===== config.mk =====
export PLATFORM = sky130hd
export DESIGN_NAME = mtm_alu_serializer
export DESIGN_NICKNAME = d
export VERILOG_FILES = /design/src/rtl/mtm_alu_serializer.sv
export SDC_FILE = /design/constraint.sdc
export NUM_CORES = 1
export LEC_CHECK = 0
export BUFFER_PORTS_ARGS = -buffer_cell sky130_fd_sc_hd__buf_2
export CORE_MARGIN = 4
export CORE_UTILIZATION = 59
export DETAILED_ROUTE_END_ITERATION = 6
export GPL_ROUTABILITY_DRIVEN = 0
export GPL_TIMING_DRIVEN = 0
export HOLD_SLACK_MARGIN = 0.12
export PLACE_DENSITY = 0.86
export SYNTH_ARGS = -nofsm -noshare
export SYNTH_HDL_FRONTEND = slang
export SYNTH_SLANG_ARGS = --single-unit

===== constraint.sdc =====
create_clock -name clk -period 3.4 [get_ports clk]
set_input_delay 0.34 -clock clk [delete_from_list [all_inputs] [get_ports clk]]
set_output_delay 0.34 -clock clk [all_outputs]
set_load 0.05 [all_outputs]

===== src/rtl/mtm_alu_serializer.sv =====
// mtm_alu_serializer: shifts ALU result words and control bytes out as 11-bit serial frames
module mtm_alu_serializer #(
  parameter int DATA_BYTES = 4
) (
  input  logic                    clk,
  input  logic                    rst_n,
  input  logic [8*DATA_BYTES-1:0] C,
  input  logic [7:0]              CTL_in,
  input  logic                    valid_in,
  output logic                    ready_out,
  output logic                    sout
);
  localparam int BW = DATA_BYTES > 1 ? $clog2(DATA_BYTES) : 1;
  typedef enum logic [1:0] {IDLE, DATA, CTL} state_t;
  state_t state, state_n;
  logic [3:0] bit_cnt, bit_cnt_n;
  logic [BW-1:0] byte_cnt, byte_cnt_n;
  logic [8*DATA_BYTES-1:0] c_q, c_n;
  logic [7:0] ctl_q, ctl_n;
  logic sout_n, ready_n, last, last_n, accept;
  logic [10:0] frame;
  assign accept = valid_in && ready_out;
  // Data bytes leave MSB-first by shifting the captured word up after each frame
  assign frame = {1'b0, state == CTL, state == CTL ? ctl_q : c_q[8*DATA_BYTES-1 -: 8], 1'b1};
  always_ff @(posedge clk) begin
    if (!rst_n) begin
      state     <= IDLE;
      bit_cnt   <= '0;
      byte_cnt  <= '0;
      c_q       <= '0;
      ctl_q     <= '0;
      sout      <= 1'b1;
      ready_out <= 1'b1;
      last      <= 1'b0;
    end else begin
      state     <= state_n;
      bit_cnt   <= bit_cnt_n;
      byte_cnt  <= byte_cnt_n;
      c_q       <= c_n;
      ctl_q     <= ctl_n;
      sout      <= sout_n;
      ready_out <= ready_n;
      last      <= last_n;
    end
  end
  // last marks the cycle the final stop bit is on the line; accepting then starts the next frame with no gap
  always_comb begin
    state_n    = state;
    bit_cnt_n  = bit_cnt;
    byte_cnt_n = byte_cnt;
    c_n        = c_q;
    ctl_n      = ctl_q;
    sout_n     = sout;
    ready_n    = ready_out;
    last_n     = 1'b0;
    case (state)
      IDLE: begin
        sout_n = 1'b1;
        if (accept) begin
          c_n        = C;
          ctl_n      = CTL_in;
          ready_n    = 1'b0;
          state_n    = CTL_in[7] ? CTL : DATA;
          byte_cnt_n = '0;
          bit_cnt_n  = {3'b000, last};
          sout_n     = !last;
        end
      end
      default: begin
        sout_n    = frame[4'd10 - bit_cnt];
        bit_cnt_n = bit_cnt == 4'd10 ? 4'd0 : bit_cnt + 4'd1;
        if (bit_cnt == 4'd10 && state == DATA) begin
          c_n        = c_q << 8;
          state_n    = byte_cnt == BW'(DATA_BYTES - 1) ? CTL : DATA;
          byte_cnt_n = byte_cnt + 1'b1;
        end
        if (bit_cnt == 4'd10 && state == CTL) begin
          state_n = IDLE;
          ready_n = 1'b1;
          last_n  = 1'b1;
        end
      end
    endcase
  end
endmodule


==> results.cfg, run 1 <==
[timing]
skew_ns = 0.00783
fmax_mhz = 450
hold_viol = 0
hold_slack_ns = 0.272
post-route-period-util = 0.653
setup_tns_ns = 0
grt_setup_unrepaired = false
worst_pin_slew_ns = 0.622
timing.final.crit_period_ns = 2.22
setup_viol = 0
finalMaxSlewViolations = 0
slew_headroom = 0.585

[placed_design]
hpwlAfterDp_um = 4580
dpl.cell_count = 385
placed_area_sq_um = 2790
port-buffer-count = 43

[route]
postRouteAntennaNets = 0
avgViaCountPerCell = 6.06
wl_um = 6200
drc = 0
dr.pass1.iters = 5
vias = 2382
drtIter0Drc = 162
wire_per_inst_um = 15.8

[global_route]
antenna_found_initial = 0
grt_overflow_total = 0
grt_use_total = 0.237
grt_pass1_wl_um = 9870
grt_pass1_vias = 2129
grt_max_degree = 15

[worst_setup_path]
worstSetupPathType = reg2reg
critPathMaxFanout = 9
crit_family = multiplexers
cp.buffers_inverters = 0
slowest_delay_ns = 0.55
cp_slowest_cell = mux4_2
rr_startpoint = bit_cnt[0]$_SDFFE_PN0P_
cp-end-kind = flop
critPathLaunch = bit_cnt[0]$_SDFFE_PN0P_
required_ns = 3.60
path_cells = ha_1 -> xor2_2 -> mux4_2 -> a311oi_1 -> a31oi_1
start_kind = flop
arrival_ns = 2.42

[synth]
ys.flop_type = dfxtp_1
ys_ff_latch = 51
synth_cells = 292
seq_area_frac_synth = 0.406
netlist.area_leader.share = 0.406
ys_warn_count = 0
synth_area_leader_cell = dfxtp_1
async_flop_share = 0
synth_edf_count = 0
post_synth.cell_area_avg_sq_um = 8.62
syn-num-nets = 338
synthesis.area_sq_um = 2520
synth.top_cells.by_area = dfxtp_1 (41%), o211a_1 (9.5%), nand2_1 (6.9%), nand3_1 (5.8%), o21ai_0 (5.6%)
synth_top_cells_by_count = dfxtp_1 (51), nand2_1 (46), nand3_1 (29), o21ai_0 (28), o211a_1 (24)
synth.most_common_cell = dfxtp_1
synth_cell_types = 41

[final_layout]
layout-drive-gt1-share = 0.190
final_cells = 393
layout-area-overhead-vs-synth_pct = 15.0
diodes = 0
finalInstanceArea_sq_um = 2890
nets = 388

[outcome]
outcome = finished, final reports clean

[cts]
ctsResizeCount = 0
cts_hold_buf = 0
cts_made_buffers = 5
cts_tree = yes
cts.clk_slew.worst_paths_ns = 0.09
htreeDepth = 2
cts.sinks = 51
clk_latency_ns = 0.31
clock-root-buffer = clkbuf_8
clockBufferDepth = 2
cts_setup_buffers = 0

[floorplanning]
core_sq_um = 4060
initial_utilization = 0.620
io_pins = 45
num_rows = 23
fp.dieW_um = 73.3
die_h_um = 73.3
dieArea_sq_um = 5370

[power_and_ir_drop]
power_density_nw_per_um2 = 441
leakage_nw = 1.38
vdd_drop_max_v = 0.000270
total_power_mw = 1.28

[min_path]
min_from = CTL_in[4]
min_path_type = in2reg

[job]
maxCapViolCount = 0
-- metrics by stage --
stage | worst slack, ns | util
after floorplan | 1.48 | -
after global placement | 1.26 | 0.689
after detailed placement | 1.23 | 0.689
after CTS | 1.18 | 0.713
after global routing | 1.05 | 0.713
final | 1.18 | 0.713
-- worst paths after layout --
| path | endpoint | slack, ns | depth (start not counted) |
|---|---|---|---|
| setup / recovery | sout$_SDFF_PN1_ | 1.18 | 5 |
| hold / removal | ctl_q[4]$_SDFFE_PN0P_ | 0.27 | 3 |
| setup reg to reg | sout$_SDFF_PN1_ | 1.18 | 5 |
| hold reg to reg | ctl_q[5]$_SDFFE_PN0P_ | 0.47 | 2 |
-- layer usage --
layer / vias up / part of all wire / GRT usage
met1: 1129 / 0.43 / 0.323
li1: 1154 / - / -
met4: 0 / 0.015 / 0.0865
met5: - / 0 / 0
met3: 11 / 0.074 / 0.0438
met2: 88 / 0.48 / 0.377
-- report_power, final --
group,internal [mW],switching (mW)
Clock,0.186,0.195
Sequential,0.642,0.0280
Combinational,0.0960,0.129
-- state kept, by name, indices dropped and copies added, names as in the netlist --
register	cells
byte_cnt	2
state	2
sout	1
c_q	32
ready_out	1
last	1
bit_cnt	4
ctl_q	8
-- layout by cell type, fill, tap and decap left out, drive strengths merged, types with 2 or more instances in the layout --
cell and count:
nor2 7, inv 3, a21boi 11, xor2 2, mux4 3, clkbuf 24
a31oi 3, nor4b 9, mux2 2, nand2b 2, o21ai 28, ha 3
o211a 24, nand3 29, buf 53, a21oi 12, nor2b 11, nand2 46
and2 2, dfxtp 51
-- tightest hold or removal path: stages --
cell	delay, ns
buf_2	0.09
nand2_1	0.04
a21boi_0	0.06
-- cell families (layout without fill, tap and decap cells) --
logic type | Yosys count | in the layout | share of synthesized area
buffers and inverters | 29 | 80 | 0.0477
AO/OA/AOI/OAI | 86 | 86 | 0.241
flip-flops | 51 | 51 | 0.406
adder cells (fa/ha/maj) | 3 | 3 | 0.0149
XOR/XNOR | 3 | 3 | 0.0134
multiplexers | 6 | 6 | 0.0428
AND/OR/NAND/NOR | 114 | 114 | 0.234
-- final cells by class --
| class | instances | area [sq um] |
|---|---|---|
| Timing Repair Buffer | 43 | 215 |
| Multi-Input combinational cell | 212 | 1380 |
| Sequential cell | 51 | 1020 |
| Clock buffer | 8 | 100 |
| Fill cell | 328 | 1160 |
| Inverter | 3 | 11.3 |
| Buffer | 26 | 109 |
| Tap cell | 50 | 62.6 |
No activity file was read; power rests on OpenSTA's default activity.
==> run 2: changes to the inputs <==
--- a/config.mk
+++ b/config.mk
@@ -5,14 +5,15 @@
 export SDC_FILE = /design/constraint.sdc
 export NUM_CORES = 1
 export LEC_CHECK = 0
+export ABC_AREA = 1
 export BUFFER_PORTS_ARGS = -buffer_cell sky130_fd_sc_hd__buf_2
 export CORE_MARGIN = 4
-export CORE_UTILIZATION = 59
+export CORE_UTILIZATION = 49
 export DETAILED_ROUTE_END_ITERATION = 6
 export GPL_ROUTABILITY_DRIVEN = 0
 export GPL_TIMING_DRIVEN = 0
 export HOLD_SLACK_MARGIN = 0.12
-export PLACE_DENSITY = 0.86
+export PLACE_DENSITY = 0.77
 export SYNTH_ARGS = -nofsm -noshare
 export SYNTH_HDL_FRONTEND = slang
 export SYNTH_SLANG_ARGS = --single-unit
==> constraint.sdc (replaced) <==
create_clock -name clk -period 2 [get_ports clk]
set_input_delay 0.2 -clock clk [delete_from_list [all_inputs] [get_ports clk]]
set_output_delay 0.2 -clock clk [all_outputs]
set_load 0.05 [all_outputs]
==> run 2 against run 1 <==
Clock skew decreased by 0.0011 ns. Largest power group is now combinational logic. Critical endpoint is now c_q[7]$_SDFFE_PN0P_. Non-clock buffer count shrank 3. Die area rose by 10%.
==> results.cfg, run 2 <==
[worst_setup_path]
rrSetupSlack_ns = 0.13
r2r_cells = 10
worstSetupPathType = reg2reg
critPathMaxFanout = 10
rr_startpoint = bit_cnt[0]$_SDFFE_PN0P_
critPathLaunch = bit_cnt[0]$_SDFFE_PN0P_
required_ns = 2.21
arrival_ns = 2.08
cp-end-kind = flop
start_kind = flop
r2r-end = c_q[7]$_SDFFE_PN0P_

[floorplanning]
fp.dieW_um = 77.0
core_sq_um = 4470
num_rows = 24
io_pins = 45
dieArea_sq_um = 5920
initial_utilization = 0.521
die_h_um = 77.0

[min_path]
min_to = c_q[5]$_SDFFE_PN0P_
min_from = C[5]
min_path_type = in2reg
holdPathStages = 3

[final_layout]
layout-area-overhead-vs-synth_pct = 18.5
largest_reg_flops = 32
layout-drive-gt1-share = 0.194
layout_common_cells = nand2_1 (78), dfxtp_1 (50), buf_2 (47)
top_register = c_q
final_common_cell = nand2_1
nFillCells = 408
nets = 421
diodes = 0
final_cells = 428
reg_top3 = c_q x32, ctl_q x8, bit_cnt x4

[power_and_ir_drop]
leakage_nw = 1.23
power_density_nw_per_um2 = 1470
vdd_drop_max_v = 0.000714

[timing]
timing.final.crit_period_ns = 1.87
setup_tns_ns = 0
setup_viol = 0
fmax_mhz = 536
hold_viol = 0
worst_pin_slew_ns = 0.502
hold_slack_ns = 0.124
skew_ns = 0.00670
post-route-period-util = 0.933
finalMaxSlewViolations = 0
slew_headroom = 0.666

[synth]
ys.flop_type = dfxtp_1
synth_cell_types = 24
netlist.area_leader.share = 0.438
ys_ff_latch = 51
async_flop_share = 0
syn-num-nets = 366
synth_area_leader_cell = dfxtp_1
synthesis.area_sq_um = 2330
synth.most_common_cell = nand2_1
synth.top_cells.by_area = dfxtp_1 (44%), nand2_1 (13%), o21ai_0 (8.4%), a31oi_1 (7.0%), a21oi_1 (4.9%)
synth_edf_count = 0
ys_warn_count = 0
synth_cells = 320
synth_top_cells_by_count = nand2_1 (78), dfxtp_1 (51), o21ai_0 (39), a31oi_1 (26), inv_1 (24)
post_synth.cell_area_avg_sq_um = 7.28
seq_area_frac_synth = 0.438

[global_route]
grt_pass1_wl_um = 9290
grt_overflow_total = 0
grt_pass1_vias = 2051
grt_use_total = 0.193
antenna_found_initial = 0
grt_max_degree = 16

[placed_design]
hpwlAfterDp_um = 4200
port-buffer-count = 43
dpl.cell_count = 415

[route]
vias = 2278
drtIter0Drc = 148
wire_per_inst_um = 13.3
avgViaCountPerCell = 5.32
wl_um = 5680
drc = 0
postRouteAntennaNets = 0
dr.pass1.iters = 4

[cts]
cts.clk_slew.worst_paths_ns = 0.09
clockBufferDepth = 2
cts.sinks = 51
htreeDepth = 2
clock-root-buffer = clkbuf_8
cts_tree = yes
cts_made_buffers = 5
clk_latency_ns = 0.31

[outcome]
outcome = finished, final reports clean

[job]
maxCapViolCount = 0
-- run 2: cell types whose count changed after synthesis, sizes merged, moves of 3 or more --
| cell | previous run | this run |
|---|---|---|
| nand2 | 46 | 78 |
| a31oi | 3 | 26 |
| inv | 3 | 26 |
| o211a | 24 | 1 |
| o21ai | 28 | 45 |
| nor2 | 7 | 23 |
| a21boi | 11 | 0 |
| a21oi | 12 | 23 |
| nor2b | 11 | 0 |
| nand3 | 29 | 19 |
| nor4b | 9 | 0 |
| clkbuf | 16 | 9 |
| mux4 | 3 | 0 |
-- run 2: cell families after synthesis --
group | count (synthesis) | synth area share
and+or+nand+nor | 123 | 0.226
AOI/OAI and AO/OA | 95 | 0.220
DFF | 51 | 0.438
buffers and inverters | 45 | 0.0880
adders and majority gates | 3 | 0.0161
xor gates and xnor gates | 2 | 0.00752
muxes | 1 | 0.00429
-- run 2: cell type report --
type,count,area [sq um],area share
multi-input combinational,224,1100,0.400
sequential,51,1020,0.371
timing repair buffer,48,255,0.0924
inverter,27,106,0.0385
buffer,18,103,0.0371
clock buffer,7,96.3,0.0349
tap,52,65.1,0.0236
clock inverter,1,7.51,0.00272
-- run 2: repair_timing --
action,in CTS,in global routing
hold buffers,1,0
gates resized for setup,1,2
endpoints found under the setup margin,19,30
buffers inserted,0,4
pin swaps,0,1
endpoints found under the hold margin,1,0
-- run 2: worst max-delay path by stage --
stage	endpoint	cells after the start
finish	c_q[7]$_SDFFE_PN0P_	10
global route	c_q[3]$_SDFFE_PN0P_	10
CTS	c_q[7]$_SDFFE_PN0P_	10
detailed placement	c_q[7]$_SDFFE_PN0P_	10
global placement	c_q[5]$_SDFFE_PN0P_	10
floorplan	c_q[2]$_SDFFE_PN0P_	10
-- run 2: metrics by stage --
| step | cell area, sq um | power, mW | worst slack (ns) | util |
|---|---|---|---|---|
| after floorplan | 2330 | 2.87 | 0.310 | - |
| after global placement | 2610 | 3.30 | -0.0307 | 0.584 |
| after detailed placement | 2610 | 3.34 | -0.0602 | 0.584 |
| after CTS | 2730 | 4.00 | 0.0679 | 0.609 |
| after global routing | 2760 | 4.40 | -0.0187 | 0.617 |
| final | 2760 | 4.07 | 0.134 | 0.617 |
-- run 2: worst max-delay path, cell delays in order, from the launching register on --
cell and delay [ns]:
dfxtp_4 0.42, clkinvlp_4 0.13, ha_1 0.21, nand3_1 0.16
nor3_4 0.07, nor2_4 0.23, inv_2 0.07, buf_6 0.14
buf_6 0.14, o21ai_1 0.13, nor2_1 0.05
-- run 2: routing by layer --
layer	vias to the layer above	GRT usage	share of wire
met1	1011	0.256	0.45
met4	0	0.0694	0.016
met2	71	0.311	0.47
met5	-	0	0
met3	11	0.0410	0.067
li1	1185	-	-
-- run 2: where the power goes --
part / switching [mW] / leakage [nW] / internal (mW) / total, mW
Combinational: 1.23 / 0.756 / 0.635 / 1.86
Sequential: 0.198 / 0.421 / 1.35 / 1.55
Clock: 0.348 / 0.0505 / 0.315 / 0.663
